**src/rtl/gol_controller.sv**
```systemverilog
// Sequencer for a serially-chained Game of Life cell array: loads a pattern,
// advances it a requested number of generations, then unloads it while recirculating.
//
// state  | meaning
// IDLE   | waiting for start
// LOAD   | shifting in CELLS pattern bits from in_data
// RUN    | asserting NextTimeTick once per remaining generation
// UNLOAD | presenting ArrayOut on out_data and recirculating it into DataIn
// DONE   | one-cycle completion pulse
module gol_controller #(
    parameter int CELLS = 64,
    parameter int GEN_W = 8
) (
    input  logic             clock,
    input  logic             nReset,
    input  logic             start,
    input  logic             load_en,
    input  logic [GEN_W-1:0] gen_count,
    input  logic             in_valid,
    input  logic             in_data,
    output logic             in_ready,
    input  logic             ArrayOut,
    output logic             Shift,
    output logic             NextTimeTick,
    output logic             DataIn,
    output logic             out_valid,
    output logic             out_data,
    input  logic             out_ready,
    output logic             busy,
    output logic             done
);

    localparam int BIT_W = $clog2(CELLS + 1);
    localparam logic [BIT_W-1:0] BIT_LOAD = BIT_W'(CELLS);
    localparam logic [BIT_W-1:0] BIT_ONE  = BIT_W'(1);
    localparam logic [GEN_W-1:0] GEN_ONE  = GEN_W'(1);

    typedef enum logic [2:0] {
        S_IDLE,
        S_LOAD,
        S_RUN,
        S_UNLOAD,
        S_DONE
    } state_t;

    state_t           state, state_nxt;
    logic [BIT_W-1:0] bit_cnt, bit_cnt_nxt;
    logic [GEN_W-1:0] gen_cnt, gen_cnt_nxt;

    always_ff @(posedge clock or negedge nReset) begin
        if (!nReset) begin
            state   <= S_IDLE;
            bit_cnt <= '0;
            gen_cnt <= '0;
        end else begin
            state   <= state_nxt;
            bit_cnt <= bit_cnt_nxt;
            gen_cnt <= gen_cnt_nxt;
        end
    end

    always_comb begin
        state_nxt    = state;
        bit_cnt_nxt  = bit_cnt;
        gen_cnt_nxt  = gen_cnt;
        in_ready     = 1'b0;
        Shift        = 1'b0;
        NextTimeTick = 1'b0;
        DataIn       = 1'b0;
        out_valid    = 1'b0;
        out_data     = 1'b0;
        done         = 1'b0;

        case (state)
            S_IDLE: begin
                if (start) begin
                    gen_cnt_nxt = gen_count;
                    bit_cnt_nxt = BIT_LOAD;
                    if (load_en)
                        state_nxt = S_LOAD;
                    else if (gen_count == '0)
                        state_nxt = S_UNLOAD;
                    else
                        state_nxt = S_RUN;
                end
            end

            S_LOAD: begin
                in_ready = 1'b1;
                if (in_valid) begin
                    Shift       = 1'b1;
                    DataIn      = in_data;
                    bit_cnt_nxt = bit_cnt - BIT_ONE;
                    if (bit_cnt == BIT_ONE) begin
                        // a zero generation request skips RUN entirely
                        bit_cnt_nxt = BIT_LOAD;
                        state_nxt   = (gen_cnt == '0) ? S_UNLOAD : S_RUN;
                    end
                end
            end

            S_RUN: begin
                NextTimeTick = (gen_cnt != '0);
                if (gen_cnt != '0)
                    gen_cnt_nxt = gen_cnt - GEN_ONE;
                if (gen_cnt <= GEN_ONE) begin
                    bit_cnt_nxt = BIT_LOAD;
                    state_nxt   = S_UNLOAD;
                end
            end

            S_UNLOAD: begin
                out_valid = 1'b1;
                out_data  = ArrayOut;
                if (out_ready) begin
                    // feed the outgoing bit back in so the array keeps its pattern
                    Shift       = 1'b1;
                    DataIn      = ArrayOut;
                    bit_cnt_nxt = bit_cnt - BIT_ONE;
                    if (bit_cnt == BIT_ONE)
                        state_nxt = S_DONE;
                end
            end

            S_DONE: begin
                done      = 1'b1;
                state_nxt = S_IDLE;
            end

            default: state_nxt = S_IDLE;
        endcase
    end

    assign busy = (state != S_IDLE);

endmodule

```
**config.mk**
```make
export PLATFORM = sky130hd
export DESIGN_NAME = gol_controller
export DESIGN_NICKNAME = d
export VERILOG_FILES = /design/src/rtl/gol_controller.sv
export SDC_FILE = /design/constraint.sdc
export NUM_CORES = 1
export LEC_CHECK = 0
export CAP_MARGIN = 20
export CORE_MARGIN = 10
export CORE_UTILIZATION = 56
export DETAILED_ROUTE_END_ITERATION = 7
export PLACE_DENSITY_LB_ADDON = 0.3
export SLEW_MARGIN = 20
export SYNTH_ARGS = -nofsm -noshare
export SYNTH_HDL_FRONTEND = slang
export SYNTH_SLANG_ARGS = --single-unit
export TNS_END_PERCENT = 5
```
**constraint.sdc**
```tcl
create_clock -name clock -period 4.38 [get_ports clock]
set_clock_uncertainty 0.15 [all_clocks]
set_input_delay 0.876 -clock clock [delete_from_list [all_inputs] [get_ports clock]]
set_output_delay 0.876 -clock clock [all_outputs]
set_load 0.02 [all_outputs]
```
Yosys cells after proc, flatten, opt, wreduce, memory -nomap -nowiden:

Cells that the tools add are included.

* output and inout port bits: 8
* register bits after elaboration: 18

* mux-type cells: 30
* reductions and logical operators: 10
* equal/unequal tests: 12
* $lt $le $gt $ge: 1
* $add $sub $neg: 2

Operators with widths (count)
* $mux W7: 5
* $pmux W7 S4: 1
* $mux W3: 6
* $logic_not A8 Y1: 2
* $mux W8: 2
* $pmux W8 S2: 1
* $ne A2 B2 Y1 const B: 7
* $pmux W3 S4: 1
* $mux W1: 11
* $le A8 B1 Y1 const B: 1
* $reduce_bool A8 Y1: 1
* $sub A8 B1 Y8 const B: 1
* $eq A7 B1 Y1 const B: 1
* $sub A7 B1 Y7 const B: 1
* $eq A3 B2 Y1 const B: 2
* $reduce_and A6 Y1: 1
* $reduce_and A5 Y1: 1
* $pmux W1 S2: 2
* $reduce_bool A4 Y1: 1
* $eq A3 B1 Y1 const B: 1
* $eq A3 B3 Y1 const B: 1
* $logic_not A3 Y1: 1
* $reduce_and A3 Y1: 1
* $reduce_bool A3 Y1: 1
* 2 further kinds: 2

Longest topological paths before layout:

Gate-level depths: netlist of run 1.

* depth after elaboration: 5
* depth in mapped cells: 8
* gate-level depth less buffers: 7

Least setup slack after synthesis of run 1:

Ideal clock, no wire load.

* kind: register to output
* from: reg gen_cnt[0]
* to: out NextTimeTick
* data arrival time: 1490 ps
* stages on the path, launching flop included: 7
* setup slack: 1864 ps
* data required time: 3354 ps
* cells stage by stage: dfrtp_1 > inv_1 > ha_1 > or3b_1 > clkbuf_1 > o21ai_1 > inv_2

* longest elaborated chain between the ends: 2

Ends and longest elaborated chain
* start: declaration: line 48 `logic [GEN_W-1:0] gen_cnt, gen_cnt_nxt;`
* start signal: assignment: line 58 `gen_cnt <= gen_cnt_nxt;`
* $reduce_bool A8 Y1: line 103 `NextTimeTick = (gen_cnt != '0);`
* $mux W1: line 74 `case (state)`
* end: declaration: line 24 `output logic NextTimeTick,`

No other way between the ends.

Worst setup path after layout of run 1:

* from: reg state[1]
* to: out NextTimeTick

* longest elaborated chain between the ends: 2

Ends and longest elaborated chain
* start: declaration: line 46 `state_t state, state_nxt;`
* start signal: assignment: line 56 `state <= state_nxt;`
* $eq A3 B2 Y1: line 74
* $mux W1: line 74

No other way between the ends.

==> impl_metrics.env, run 1 <==
export IMPL_ant_nets=0
export IMPL_nets=192
export IMPL_clockBufferDepth=2
export IMPL_cts_tree="done"
export IMPL_wl_per_cell_microns=16.6
export IMPL_cts_resized=0
export IMPL_worstPathRequired_ns=3.35
export IMPL_ys_top_cells_by_area="dfrtp_1, o2bb2ai_1, a21oi_1"
export IMPL_crit_end="NextTimeTick"
export IMPL_reg2reg_from="gen_cnt[0]"
export IMPL_min_period_over_period=0.821
export IMPL_yosys_warnings=0
export IMPL_fmax_mhz=278
export IMPL_criticalPathCategory="reg2out"
export IMPL_fin_total_pwr_mw=1.08
export IMPL_critPathLaunchType="flop"
export IMPL_cp_startpoint="state[1]"
export IMPL_worstPathCellList="nor3b_2 -> o21ai_1 -> inv_2 -> clkdlybuf4s50_1"
export IMPL_place_hpwl_microns=2560
export IMPL_ff2ff_path_depth=7
export IMPL_seqCellArea_sq_um=450
export IMPL_instances_no_fill=199
export IMPL_grt_total_usage=0.151
export IMPL_final_util=0.714
export IMPL_die_w_microns=68.2
export IMPL_final_layout_size_suffix_gt1_frac=0.0526
export IMPL_clkSinkCount=18
export IMPL_async_flop_share=1.00
export IMPL_outcome="complete, no violations"
export IMPL_vias=1275
export IMPL_drc=0
export IMPL_synth_edf_count=0
export IMPL_rsz0062_at_grt="no"
export IMPL_antenna_found_initial=0
export IMPL_multiInputGateArea_sq_um=791
export IMPL_finalSetupTns_ns=0
export IMPL_yosys_most_used_dff="dfrtp_1"
export IMPL_power_frac_comb=0.576
export IMPL_hold_path_class="reg2reg"
export IMPL_overflow=0
export IMPL_first_iter_violations=96
export IMPL_grt_pass1_vias=1235
export IMPL_fp_dieH_microns=68.2
export IMPL_ctsHtreeMaxLevel=1
export IMPL_critPathMaxStageDelay_ns=0.65
export IMPL_cts_setup_buffers=0
export IMPL_viasPerCell=6.41
export IMPL_ir_worst_vdd_mv=0.406
export IMPL_path_clk_slew_ns=0.11
export IMPL_postCtsHoldBufs=0
export IMPL_crit_arrival_ns=2.57
export IMPL_ios=24
export IMPL_maxSlewHeadroom=0.430
export IMPL_most_common_layout_cells="clkdlybuf4s50_1, dfrtp_1, nor2_1, a21oi_1"
export IMPL_min_period_ns=3.60
export IMPL_avgSynthCellArea_sq_um=8.68
export IMPL_synthToLayoutAreaGrowth_pct=21.3
export IMPL_synthesis_nets=170
export IMPL_synth_seq_cells=18
export IMPL_slowest_stage="dfrtp_1"
export IMPL_die_area_sq_um=4650
export IMPL_final_cell_area_sq_um=1580
export IMPL_cts_buffers=3
export IMPL_synth_largest_area_cell="dfrtp_1"
export IMPL_critPathMaxFanout=16
export IMPL_p_leak_nw=0.637
export IMPL_p_switching_mw=0.508
export IMPL_grt_max_degree=19
export IMPL_hold_viol=0
export IMPL_drv_cap=0
export IMPL_synthDistinctLibCells=42
export IMPL_core_area_sq_um=2210
export IMPL_tightest_slew_ns=0.852
export IMPL_num_antenna_cells=0
export IMPL_dp_cells=195
export IMPL_p_int_mw=0.568
export IMPL_p_clk_frac=0.099
export IMPL_rows=17
export IMPL_crit_path_end_kind="output pin"
export IMPL_swShare=0.472
export IMPL_crit_buf_inv=2
export IMPL_cpLargestDelayFamily="buffers and inverters"
export IMPL_yosysSeqAreaShare=0.346
export IMPL_synth_top_area_share=0.346
export IMPL_p_per_area_nw_per_um2=681
export IMPL_r2r_slack_ns=1.76
export IMPL_layout_commonest_cell="clkdlybuf4s50_1"
export IMPL_postPlaceCellArea_sq_um=1540
export IMPL_synth_cells=150
export IMPL_fill_cells=180
export IMPL_cts_root_buffer="clkbuf_4"
export IMPL_port_buffers=23
export IMPL_initial_core_util=0.589
export IMPL_routed_wl_microns=3310
export IMPL_slew_violations=0
export IMPL_firstDrtPassIters=4
export IMPL_seq_power_share=0.325
export IMPL_grt_pass1_wl_microns=5590
export IMPL_synthesis_area_sq_um=1300
export IMPL_gp_congestion=0.881
export IMPL_reg2reg_to="gen_cnt[1]"
export IMPL_setup_violations=0
export IMPL_clock_latency_ns=0.30
export IMPL_cp_num_cells=4
==> state kept, by name, indices dropped and copies added (netlist names) <==
signal	cells
bit_cnt	7
gen_cnt	8
state	3
==> power by group through the flow <==
stage	sequential (mW)	combinational (mW)	clock (mW)
2_1_floorplan	0.312	0.482	0
3_3_place_gp	0.348	0.592	0
3_5_place_dp	0.350	0.617	0
4_1_cts	0.347	0.619	0.109
5_1_grt	0.363	0.690	0.114
6_report	0.350	0.619	0.107
==> metal layers <==
metal | global-route usage | routed length [microns] | share of wire | vias to the layer above
met1 | 0.176 | 1410 | 0.43 | 609
li1 | - | - | - | 611
met4 | 0.0578 | 43 | 0.013 | 0
met3 | 0.0310 | 229 | 0.069 | 7
met5 | 0 | 0 | 0 | -
met2 | 0.265 | 1630 | 0.49 | 48
==> cell usage after synthesis (2+ instances only) <==
library cell  instances
dfrtp_1              18
nor2_1               12
a21oi_1              11
inv_1                 9
nor3_1                9
o2bb2ai_1             7
nand2_1               6
clkbuf_1              5
and2_1                4
ha_1                  4
mux2i_1               4
nand2b_1              4
nand3_1               4
nor4_1                4
o211ai_1              4
o21ai_1               4
o22ai_1               4
nor4b_1               3
a211oi_1              2
a21o_1                2
a41oi_1               2
mux2_1                2
nand4_1               2
nor2b_1               2
nor3b_1               2
o21ai_0               2
or3b_1                2
or4_1                 2
==> layout make-up <==
class | instances | area share
multi-input cells | 116 | 0.500
inverters | 10 | 0.0238
well taps | 28 | 0.0222
repair buffers | 23 | 0.146
clock buffers | 4 | 0.0230
flip-flops and latches | 18 | 0.285
==> worst register-to-register path, stage by stage (launching register included) <==
cell     delay, ns
dfrtp_1       0.46
inv_1         0.09
ha_1          0.20
or3b_1        0.48
o21ai_1       0.29
inv_2         0.15
nor2_2        0.34
mux2_1        0.36
==> per-stage QoR <==
| step | hold slack, ns | setup slack [ns] |
|---|---|---|
| final | 0.378 | 0.785 |
| after global routing | 0.418 | 0.636 |
| after global placement | 0.349 | 1.12 |
| after floorplan | 0.330 | 1.86 |
| after detailed placement | 0.355 | 1.09 |
| after CTS | 0.380 | 0.801 |
==> cell families after synthesis <==
logic type | share of synthesized area
mux | 0.0480
simple gates | 0.268
fa+ha+maj | 0.0384
flops | 0.346
compound gates | 0.253
buf+inv | 0.0471
==> how the worst min path moves through the flow <==
| stage | from | endpoint | slack (ns) | depth (start not counted) |
|---|---|---|---|---|
| 6_report | bit_cnt[1] | bit_cnt[1] | 0.38 | 1 |
| 5_1_grt | gen_cnt[6] | gen_cnt[6] | 0.42 | 1 |
| 4_1_cts | bit_cnt[1] | bit_cnt[1] | 0.38 | 1 |
| 3_5_place_dp | bit_cnt[1] | bit_cnt[1] | 0.36 | 1 |
| 3_3_place_gp | bit_cnt[1] | bit_cnt[1] | 0.35 | 1 |
| 2_1_floorplan | gen_cnt[6] | gen_cnt[6] | 0.33 | 1 |
Note: power is estimated with default switching activity, not from simulation.
==> run 2, diff against run 1 <==
- CORE_UTILIZATION: 56 -> 47
- clock period: 4.38 -> 3.19 ns (I/O delays scaled with it)
==> run 2 against run 1 <==
- register-to-register slack worse by 1.1 ns
- clock power is 34% higher
- sequential power is 34% higher
- core utilization is 12 points lower
- cell count is 3.0% higher
- worst setup slack worse by 0.62 ns
- non-clock buffer count is 3 higher
- global-route usage is 2.2 points lower
- combinational power is 45% higher
- design area is 1.8% higher
- critical path type unchanged
- largest cell class unchanged
- largest power group unchanged
==> impl_metrics.env, run 2 (synthesized netlist as in run 1, its figures left out) <==
export IMPL_ios=24
export IMPL_ir_worst_vdd_mv=0.552
export IMPL_antenna_found_initial=0
export IMPL_p_per_area_nw_per_um2=937
export IMPL_port_buffers=23
export IMPL_overflow=0
export IMPL_cts_buffers=3
export IMPL_cp_startpoint="gen_cnt[1]"
export IMPL_vias=1261
export IMPL_fill_cells=243
export IMPL_nets=195
export IMPL_finalSetupTns_ns=0
export IMPL_ctsHtreeMaxLevel=1
export IMPL_postPlaceCellArea_sq_um=1570
export IMPL_maxSlewHeadroom=0.446
export IMPL_largest_reg_flops=8
export IMPL_final_layout_size_suffix_gt1_frac=0.0747
export IMPL_grt_pass1_wl_microns=5600
export IMPL_crit_arrival_ns=2.23
export IMPL_cts_root_buffer="clkbuf_4"
export IMPL_hold_viol=0
export IMPL_grt_pass1_vias=1235
export IMPL_grt_total_usage=0.130
export IMPL_wl_per_cell_microns=16.1
export IMPL_core_area_sq_um=2710
export IMPL_reg2reg_from="gen_cnt[1]"
export IMPL_die_area_sq_um=5280
export IMPL_viasPerCell=6.15
export IMPL_clockBufferDepth=2
export IMPL_reg2reg_to="gen_cnt[1]"
export IMPL_hold_path_class="reg2reg"
export IMPL_layout_commonest_cell="clkdlybuf4s50_1"
export IMPL_gp_congestion=0.923
export IMPL_ff2ff_path_depth=7
export IMPL_tightest_slew_ns=0.828
export IMPL_final_cell_area_sq_um=1610
export IMPL_critPathLaunchType="flop"
export IMPL_outcome="complete, no violations"
export IMPL_crit_path_end_kind="output pin"
export IMPL_crit_end="NextTimeTick"
export IMPL_criticalPathCategory="reg2out"
export IMPL_top_register="gen_cnt"
export IMPL_synthToLayoutAreaGrowth_pct=23.5
export IMPL_reg_largest_list="gen_cnt (8), bit_cnt (7), state (3)"
export IMPL_path_clk_slew_ns=0.12
export IMPL_fp_dieH_microns=72.6
export IMPL_min_period_over_period=0.947
export IMPL_num_antenna_cells=0
export IMPL_initial_core_util=0.481
export IMPL_p_leak_nw=0.655
export IMPL_drv_cap=0
export IMPL_clock_latency_ns=0.30
export IMPL_clkSinkCount=18
export IMPL_min_period_ns=3.02
export IMPL_most_common_layout_cells="clkdlybuf4s50_1, dfrtp_1, nor2_1, a21oi_1"
export IMPL_first_iter_violations=163
export IMPL_fmax_mhz=331
export IMPL_postCtsHoldBufs=0
export IMPL_drc=0
export IMPL_holdWs_ns=0.370
export IMPL_slew_violations=0
export IMPL_ant_nets=0
export IMPL_die_w_microns=72.6
export IMPL_setup_violations=0
export IMPL_routed_wl_microns=3310
export IMPL_place_hpwl_microns=2630
export IMPL_rows=19
export IMPL_cts_tree="done"
export IMPL_r2r_slack_ns=0.67
export IMPL_grt_max_degree=19
export IMPL_critPathMaxFanout=8
export IMPL_rsz0062_at_grt="no"
export IMPL_firstDrtPassIters=4
export IMPL_worstPathRequired_ns=2.40
export IMPL_final_util=0.594
-- run 2: cell types whose count changed in the layout (fill, tap and decap cells not counted) --
cell	delta
clkdlybuf4s50_1	-1
o21ai_1	-1
o21ai_2	+1
dlygate4sd2_1	+1
buf_4	+3
-- run 2: cell type report --
cell class / count / area (sq um) / area share
Multi-Input combinational cell: 116 / 795 / 0.494
Clock buffer: 4 / 36.3 / 0.0226
Sequential cell: 18 / 450 / 0.280
Timing Repair Buffer: 26 / 251 / 0.156
Inverter: 10 / 37.5 / 0.0233
Tap cell: 31 / 38.8 / 0.0241
-- run 2: critical path, cell delays in order (launching register included) --
cell and delay [ns]:
dfrtp_1 0.44, inv_1 0.10, ha_1 0.22, or3b_1 0.47
o21ai_2 0.25, inv_2 0.11, dlygate4sd2_1 0.34
-- run 2: per-stage QoR --
step                instances  power, mW  worst slack, ns
CTS                       205       1.51            0.208
floorplan                 150       1.09            0.849
global placement          201       1.33            0.363
detailed placement        201       1.37            0.273
finish                    205       1.51            0.168
global route              205       1.64           0.0487
-- run 2: worst min path at each step --
stage          cells past startpoint         end  slack [ns]  startpoint
2_1_floorplan                      0  bit_cnt[0]        0.19      nReset
3_3_place_gp                       1  bit_cnt[1]        0.35  bit_cnt[1]
3_5_place_dp                       1  gen_cnt[6]        0.36  gen_cnt[6]
4_1_cts                            1  gen_cnt[6]        0.38  gen_cnt[6]
5_1_grt                            1  bit_cnt[1]        0.40  bit_cnt[1]
6_report                           1  gen_cnt[6]        0.37  gen_cnt[6]
-- run 2: where the power goes --
part	switching (mW)	internal, mW	leakage (nW)
combinational	0.493	0.402	0.420
clock	0.0738	0.0696	0.0210
sequential	0.139	0.330	0.214
-- run 2: timing repair --
item                       in CTS  in global routing
setup endpoints to repair       1                  0
setup buffers                   0                  0
resized for setup               2                  0
-- run 2: per-layer routing --
layer  vias to the layer above  track usage  routed length (microns)
met5                         -            0                        0
met4                         0       0.0696                      125
met3                        16       0.0367                      166
met2                        35        0.213                     1680
met1                       594        0.148                     1330
li1                        616            -                        -
